**src/rtl/nibble_serializer_pkg.sv**
```systemverilog
// Shared types and constants for the byte-to-nibble serializer.
package nibble_serializer_pkg;

   localparam int NIBBLE_NBITS = 4;
   localparam int BYTE_NBITS   = 8;

   // Serializer control state: what the byte register currently holds.
   typedef enum logic [1:0] {
      IDLE   = 2'd0,   // no byte held
      FIRST  = 2'd1,   // byte held, first nibble on the output
      SECOND = 2'd2    // byte held, second nibble on the output
   } state_t;

   // Pick one half of a split byte.
   function automatic logic [NIBBLE_NBITS-1:0] select_nibble(
      input logic [NIBBLE_NBITS-1:0] lo,
      input logic [NIBBLE_NBITS-1:0] hi,
      input logic                    take_lo
   );
      logic [NIBBLE_NBITS-1:0] nib;
      if (take_lo) begin
         nib = lo;
      end else begin
         nib = hi;
      end
      return nib;
   endfunction

endpackage

```
**src/rtl/nibble_serializer_if.sv**
```systemverilog
// Byte-in / nibble-out handshake bundle for the serializer.
// slave is the serializer side, master is the producer/consumer side.
interface nibble_serializer_if #(
   parameter int COUNT_NBITS = 8
);
   import nibble_serializer_pkg::*;

   logic                    in_val;
   logic                    in_rdy;
   logic [BYTE_NBITS-1:0]   in_msg;
   logic                    out_val;
   logic                    out_rdy;
   logic [NIBBLE_NBITS-1:0] out_msg;
   logic                    out_last;
   logic [COUNT_NBITS-1:0]  count;

   modport slave (
      input  in_val,
      input  in_msg,
      input  out_rdy,
      output in_rdy,
      output out_val,
      output out_msg,
      output out_last,
      output count
   );

   modport master (
      output in_val,
      output in_msg,
      output out_rdy,
      input  in_rdy,
      input  out_val,
      input  out_msg,
      input  out_last,
      input  count
   );

endinterface

```
**src/rtl/nibble_serializer_split.sv**
```systemverilog
// Purely combinational split of a byte into its low and high nibbles.
module nibble_split
   import nibble_serializer_pkg::*;
(
   input  logic [BYTE_NBITS-1:0]   in_,
   output logic [NIBBLE_NBITS-1:0] lo,
   output logic [NIBBLE_NBITS-1:0] hi
);

   assign lo = in_[NIBBLE_NBITS-1:0];
   assign hi = in_[BYTE_NBITS-1:NIBBLE_NBITS];

endmodule

```
**src/rtl/nibble_serializer.sv**
```systemverilog
// Latches one byte at a time and emits it as two nibbles (order set by
// LO_FIRST), counting bytes whose second nibble has been accepted.
// The only combinational input-to-output path is out_rdy -> in_rdy, which
// lets a new byte be taken on the same edge the second nibble leaves.
module nibble_serializer
   import nibble_serializer_pkg::*;
#(
   parameter bit LO_FIRST    = 1'b1,
   parameter int COUNT_NBITS = 8
)(
   input logic                clk,
   input logic                reset,
   nibble_serializer_if.slave bus
);

   state_t                  state_r;
   state_t                  state_nxt_s;
   logic [BYTE_NBITS-1:0]   byte_r;
   logic [COUNT_NBITS-1:0]  count_r;

   logic [NIBBLE_NBITS-1:0] lo_s;
   logic [NIBBLE_NBITS-1:0] hi_s;

   logic                    in_rdy_s;
   logic                    out_val_s;
   logic                    out_last_s;
   logic                    take_lo_s;
   logic [NIBBLE_NBITS-1:0] out_msg_s;
   logic                    in_fire_s;
   logic                    out_fire_s;

   nibble_split u_split (
      .in_ (byte_r),
      .lo  (lo_s),
      .hi  (hi_s)
   );

   assign in_fire_s  = bus.in_val & in_rdy_s;
   assign out_fire_s = out_val_s & bus.out_rdy;

   // State register; reset drops any held byte immediately.
   always_ff @(posedge clk or posedge reset) begin
      if (reset) begin
         state_r <= IDLE;
      end else begin
         state_r <= state_nxt_s;
      end
   end

   // Next-state: accept in IDLE, advance on each nibble accepted,
   // and chain straight into the next byte from SECOND when one is offered.
   always_comb begin
      state_nxt_s = state_r;
      case (state_r)
         IDLE: begin
            if (in_fire_s) begin
               state_nxt_s = FIRST;
            end else begin
               state_nxt_s = IDLE;
            end
         end
         FIRST: begin
            if (out_fire_s) begin
               state_nxt_s = SECOND;
            end else begin
               state_nxt_s = FIRST;
            end
         end
         SECOND: begin
            if (out_fire_s && in_fire_s) begin
               state_nxt_s = FIRST;
            end else if (out_fire_s) begin
               state_nxt_s = IDLE;
            end else begin
               state_nxt_s = SECOND;
            end
         end
         default: begin
            state_nxt_s = IDLE;
         end
      endcase
   end

   // Output decode: handshakes and which nibble of the held byte to show.
   // in_rdy is forced low while reset is asserted even though the state
   // already reads IDLE.
   always_comb begin
      in_rdy_s   = 1'b0;
      out_val_s  = 1'b0;
      out_last_s = 1'b0;
      take_lo_s  = LO_FIRST;
      case (state_r)
         IDLE: begin
            in_rdy_s  = ~reset;
            take_lo_s = LO_FIRST;
         end
         FIRST: begin
            out_val_s = 1'b1;
            take_lo_s = LO_FIRST;
         end
         SECOND: begin
            in_rdy_s   = bus.out_rdy & ~reset;
            out_val_s  = 1'b1;
            out_last_s = 1'b1;
            take_lo_s  = ~LO_FIRST;
         end
         default: begin
            in_rdy_s   = 1'b0;
            out_val_s  = 1'b0;
            out_last_s = 1'b0;
            take_lo_s  = LO_FIRST;
         end
      endcase
      out_msg_s = select_nibble(lo_s, hi_s, take_lo_s);
   end

   // Byte register: loads only on an accepted input byte.
   always_ff @(posedge clk or posedge reset) begin
      if (reset) begin
         byte_r <= {BYTE_NBITS{1'b0}};
      end else if (in_fire_s) begin
         byte_r <= bus.in_msg;
      end else begin
         byte_r <= byte_r;
      end
   end

   // Completed-byte counter: bumps when the second nibble is accepted, wraps freely.
   always_ff @(posedge clk or posedge reset) begin
      if (reset) begin
         count_r <= {COUNT_NBITS{1'b0}};
      end else if ((state_r == SECOND) && out_fire_s) begin
         count_r <= count_r + {{(COUNT_NBITS-1){1'b0}}, 1'b1};
      end else begin
         count_r <= count_r;
      end
   end

   assign bus.in_rdy   = in_rdy_s;
   assign bus.out_val  = out_val_s;
   assign bus.out_last = out_last_s;
   assign bus.out_msg  = out_msg_s;
   assign bus.count    = count_r;

endmodule

```
**src/flat_wrapper.sv**
```systemverilog
// flat-port wrapper written by rule: the top's interface ports become plain ports
module nibble_serializer_flat import nibble_serializer_pkg::*;
#(
   parameter bit LO_FIRST    = 1'b1,
   parameter int COUNT_NBITS = 8
)
  (clk, reset, bus_in_val, bus_in_msg, bus_out_rdy, bus_in_rdy, bus_out_val, bus_out_msg, bus_out_last, bus_count);
  nibble_serializer_if #(.COUNT_NBITS(COUNT_NBITS)) bus_i ();
  input logic clk;
  input logic reset;
  input wire logic [$bits(bus_i.in_val)-1:0] bus_in_val;
  input wire logic [$bits(bus_i.in_msg)-1:0] bus_in_msg;
  input wire logic [$bits(bus_i.out_rdy)-1:0] bus_out_rdy;
  output wire logic [$bits(bus_i.in_rdy)-1:0] bus_in_rdy;
  output wire logic [$bits(bus_i.out_val)-1:0] bus_out_val;
  output wire logic [$bits(bus_i.out_msg)-1:0] bus_out_msg;
  output wire logic [$bits(bus_i.out_last)-1:0] bus_out_last;
  output wire logic [$bits(bus_i.count)-1:0] bus_count;
  assign bus_i.in_val = bus_in_val;
  assign bus_i.in_msg = bus_in_msg;
  assign bus_i.out_rdy = bus_out_rdy;
  assign bus_in_rdy = bus_i.in_rdy;
  assign bus_out_val = bus_i.out_val;
  assign bus_out_msg = bus_i.out_msg;
  assign bus_out_last = bus_i.out_last;
  assign bus_count = bus_i.count;
  nibble_serializer #(.LO_FIRST(LO_FIRST), .COUNT_NBITS(COUNT_NBITS)) u_core (.clk(clk), .reset(reset), .bus(bus_i));
endmodule
```
**config.mk**
```make
export PLATFORM = sky130hd
export DESIGN_NAME = nibble_serializer_flat
export DESIGN_NICKNAME = d
export VERILOG_FILES = /design/src/rtl/nibble_serializer_pkg.sv /design/src/rtl/nibble_serializer_if.sv /design/src/rtl/nibble_serializer_split.sv /design/src/rtl/nibble_serializer.sv /design/src/flat_wrapper.sv
export SDC_FILE = /design/constraint.sdc
export NUM_CORES = 1
export LEC_CHECK = 0
export ABC_AREA = 1
export CAP_MARGIN = 25
export CORE_AREA = 2 2 57 59
export DETAILED_ROUTE_END_ITERATION = 10
export DIE_AREA = 0 0 59 61
export PLACE_DENSITY_LB_ADDON = 0.3
export SLEW_MARGIN = 20
export SYNTH_ARGS = -nofsm -noshare
export SYNTH_HDL_FRONTEND = slang
export SYNTH_SLANG_ARGS = --single-unit
export TNS_END_PERCENT = 5
```
**constraint.sdc**
```tcl
create_clock -name clk -period 1.7 [get_ports clk]
set_input_delay 0.51 -clock clk [delete_from_list [all_inputs] [get_ports clk]]
set_output_delay 0.51 -clock clk [all_outputs]
set_load 0.01 [all_outputs]
```
After elaboration in Yosys (flattened, before gate mapping)
Cells that the tools add are included.
- add/sub/neg operators: 1
- equality and inequality tests: 2
- mux-type cells: 9
- bitwise operators: 4
- reductions and logical operators: 4
- operator list (operator ; count):
    $add A8 B1 Y8 const B ; 1
    $mux W2 ; 3
    $pmux W2 S3 ; 1
    $mux W4 ; 1
    $and A1 B1 Y1 ; 3
    $mux W1 ; 3
    $eq A2 B1 Y1 const B ; 1
    $eq A2 B2 Y1 const B ; 1
    $logic_and A1 B1 Y1 ; 2
    $logic_not A2 Y1 ; 1
    $pmux W1 S2 ; 1
    $reduce_or A2 Y1 ; 1
    $not A1 Y1 ; 1
- bits in registers: 18

Logic depth before layout (Yosys ltp)
- depth after elaboration: 7
- mapped depth: 9

Modules after synthesis
From an unflattened synthesis, not the netlist that was laid out.
- cells, all modules: 119
- area, all modules: 996.0 µm²
- by module, submodules not included (module ; times used ; cells an instance ; area an instance (µm²) ; seq. area each (µm²)):
    nibble_serializer ; 1 ; 111 ; 935.9 ; 450.4
    nibble_split ; 1 ; 8 ; 60.1 ; 0.0

Worst setup path after synthesis
No wires, ideal clock.
- path type: register to output
- from: register u_core.state_r[0]
- to: output bus_in_rdy
- arrival time: 1.240 ns
- required time: 1.190 ns
- slack: -0.050 ns
- stages on the path, launching flop included: 6
- path buffers: 1
- cells stage by stage: dfrtp_1 inv_1 ha_1 buf_2 nand3_2 a21oi_4
- longest elaborated chain between the ends: 2
- RTL lines (item ; RTL line ; text):
    start, declared ; nibble_serializer.sv:16 ; state_t state_r;
    start signal, assigned ; nibble_serializer.sv:46 ; state_r <= state_nxt_s;
    $eq A2 B2 Y1 or $logic_not A2 Y1 (tied branches) ; nibble_serializer.sv:92 ; case (state_r)
    $pmux W1 S2 (*) ; nibble_serializer.sv:92 ;
    end, declared ; flat_wrapper.sv:14 ; output wire logic [$bits(bus_i.in_rdy)-1:0] bus_in_rdy;
Every way passes the cells marked *; elsewhere a longest branch is shown, timed or not.

Worst setup path in the final report
- from: register u_core.state_r[1]
- to: output bus_out_msg[3]
- longest elaborated chain between the ends: 2
- RTL lines (item ; RTL line ; text):
    $eq A2 B2 Y1 ; nibble_serializer.sv:92 ;
    $mux W4 ; nibble_serializer_pkg.sv:21 ; if (take_lo) begin
    end, declared ; flat_wrapper.sv:16 ; output wire logic [$bits(bus_i.out_msg)-1:0] bus_out_msg;
No other way between the ends.

==> key figures <==
Run status
  • Outcome: complete, but fails checks
  • Failing checks: setup timing

Route
  • Average wire per standard cell: 11.3 um
  • Detailed-route via count: 813
  • Initial DRC Count: 9
  • Vias per std cell: 4.54
  • Routed Antenna Nets: 0
  • Post-Route WL: 2020 um
  • DRC errors left: 0
  • Drt pass-1 iters: 4

Final layout
  • Area Growth Syn to Fin: 57.6%
  • Number of nets in the layout: 165
  • # diodes: 0
  • Share of cells above drive strength 1: 31.5%
  • Core Util, Final: 49.8%

Logic synthesis
  • Top FF cell, synth: dfrtp_1
  • Yosys cell types: 20
  • Post-synth EDFFs: 0
  • Most frequent cell after synthesis: nand2_1
  • FF+latch count, synth: 18
  • Ys async rst share: 100%
  • Cells after Synth: 100
  • Sequential fraction of the synthesis area: 48.3%
  • Commonest cells post-synth: nand2_1 (28), dfrtp_1 (18), nand3_1 (12)
  • Yosys warnings: 0
  • Post-Syn Nets: 118
  • Synth Cell Area: 933 um2
  • Synth top area share: 48.3%
  • Synth area leaders: dfrtp_1 (48%), nand2_1 (11%), ha_1 (8.0%)
  • Largest area contributor in the netlist: dfrtp_1
  • Avg Cell Area, Syn: 9.33 um2

Worst hold path
  • Hold path start: u_core.byte_r[6]
  • Min-delay worst type: reg -> reg

Setup path
  • Slowest-stage cell, CP: dfrtp_1
  • Crit-path cells: ha_4 -> buf_12 -> mux2_4 -> buf_6
  • Worst setup path startpoint: u_core.state_r[1]
  • Crit-path max FO: 4
  • CP startpoint kind: flip-flop
  • CP Capture Type: output pin
  • Max incr delay on CP: 440 ps
  • Worst Path Arrival: 1480 ps
  • Origin of the critical flop-to-flop path: u_core.state_r[0]
  • CP Data Required Time: 1190 ps
  • WS Path Type: reg -> out

Floorplan
  • Die height: 61 um
  • Core Region: 2950 um2
  • Initial Utilization: 31.6%
  • Io pins: 27
  • Die Span X: 59 um
  • Row count: 20
  • DIE AREA: 3600 um2

Clock network
  • Htree depth: 1
  • Num CTS Buffers: 3
  • CTS root buf: clkbuf_4
  • Skew-Pair Late Insertion Delay: 290 ps
  • Clock net sink count: 18
  • Post-CTS Hold Fix Bufs: 0
  • CTS tree: done
  • Max Root-Sink Buffers: 2
  • Worst-path clk slew: 100 ps

STA
  • Final period util: 117%
  • Skew final: 0.728 ps
  • Setup TNS: -1580 ps
  • Fin crit period: 1990 ps
  • Worst Slack Setup Final: -285 ps
  • Slew HR: 84.2%
  • Fin. Hold Viols: 0
  • Worst-margin pin slew: 237 ps
  • Fmax: 504 MHz
  • Hold_ws: 483 ps
  • RSZ-0062 raised after global routing: yes
  • Final Max Tran Viols: 0
  • Final setup viols: 7

GRT
  • All-layer global routing usage: 13.0%
  • Largest net degree at the start of global routing: 19
  • Vias in the first global route: 828
  • GRT overflow: 0
  • Global-route wire length before repair: 3420 um
  • Initial antenna violation count: 0

Pwr
  • Power Total: 2.26 mW
  • Leakage: 0.743 nW
  • Max VDD drop: 0.000657 V
  • Power Dens Cells: 1540 nW/um2

Placed design
  • Post-Place Setup Slack: -680 ps
  • Port Buffer Count: 26
  • Routability-driven placement congestion ratio: 0.701
  • Hpwl dp: 1570 um

Job
  • # Max-Cap Violations: 0
-- cell families (layout without fill, tap and decap cells) --
kind of cell,after synthesis,count (layout),share of synthesized area [%]
flip-flops,18,18,48.3
multiplexers,6,6,7.10
XOR/XNOR,4,4,3.75
adder cells (fa/ha/maj),6,6,8.04
AND/OR/NAND/NOR,51,51,25.1
AO/OA/AOI/OAI,3,3,2.81
buffers and inverters,12,58,4.96
-- flip-flops by register name (all words and copies together), names as in the netlist --
name	count
u_core.bus.count	8
u_core.byte_r	8
u_core.state_r	2
-- layout by cell type (no fill, tap or decap) --
| cell | synthesis | routed |
|---|---|---|
| a21oi_1 | 1 | 1 |
| buf_6 | 0 | 7 |
| buf_12 | 0 | 1 |
| nor2_1 | 3 | 3 |
| ha_1 | 6 | 3 |
| xnor2_1 | 1 | 1 |
| nand3_1 | 12 | 12 |
| nor3_2 | 1 | 1 |
| mux2i_1 | 1 | 1 |
| mux2_4 | 0 | 4 |
| mux2_2 | 5 | 1 |
| nand2_1 | 28 | 28 |
| ha_4 | 0 | 3 |
| xor2_1 | 3 | 3 |
| inv_2 | 0 | 2 |
| nand2_2 | 2 | 2 |
| o21ai_1 | 0 | 1 |
| dlygate4sd2_1 | 0 | 8 |
| nand3_4 | 0 | 1 |
| inv_4 | 0 | 1 |
| nand4_1 | 3 | 3 |
| inv_1 | 10 | 7 |
| a21oi_4 | 1 | 1 |
| clkdlybuf4s50_1 | 0 | 11 |
| buf_4 | 0 | 17 |
| clkbuf_8 | 0 | 1 |
| nor2_2 | 1 | 1 |
| clkbuf_4 | 0 | 3 |
| dfrtp_1 | 18 | 18 |
-- timing repair --
action | 4_1_cts | 5_1_grt
buffers inserted | 2 | 2
pin swaps | 2 | 1
endpoints found under the hold margin | 0 | 0
gates resized for setup | 47 | 8
endpoints found under the setup margin | 15 | 13
-- worst max-delay path, delay by kind of cell, from the launching register on --
| kind | cells | cell delay, ps |
|---|---|---|
| adders and majority gates | 1 | 190 |
| muxes | 1 | 300 |
| buffers and inverters | 2 | 250 |
| DFF | 1 | 440 |
-- cell type report --
type	count	area, um2
Multi-Input combinational cell	70	497
Tap cell	33	41.3
Timing Repair Buffer	44	407
Inverter	10	40.0
Sequential cell	18	450
Clock buffer	4	36.3
Fill cell	289	1480
-- per-layer routing --
| layer | track usage, % | wire (um) |
|---|---|---|
| met5 | 0 | 0 |
| met4 | 6.82 | 40 |
| met3 | 2.99 | 92 |
| met2 | 23.7 | 1050 |
| met1 | 14.1 | 846 |
-- metrics by stage --
step           std cells  area (um2)
5_1_grt              179        1470
4_1_cts              177        1420
3_3_place_gp         171        1330
2_1_floorplan        100         938
6_report             179        1470
3_5_place_dp         171        1330
-- where the power goes --
group	internal, mW	switching, mW
combinational	0.738	0.557
clock	0.131	0.135
sequential	0.592	0.112
total	1.46	0.804
-- worst paths after layout --
path,endpoint,slack [ps],cells past startpoint
worst min-delay path,u_core.byte_r[6],480,2
worst min register to register,u_core.byte_r[6],480,2
worst max-delay path,bus_out_msg[3],-290,4
worst max register to register,u_core.bus.count[6],130,11
max in group asynchronous,u_core.bus.count[6],870,3
min in group asynchronous,u_core.byte_r[5],640,3
Note: power is estimated with default switching activity, not from simulation.
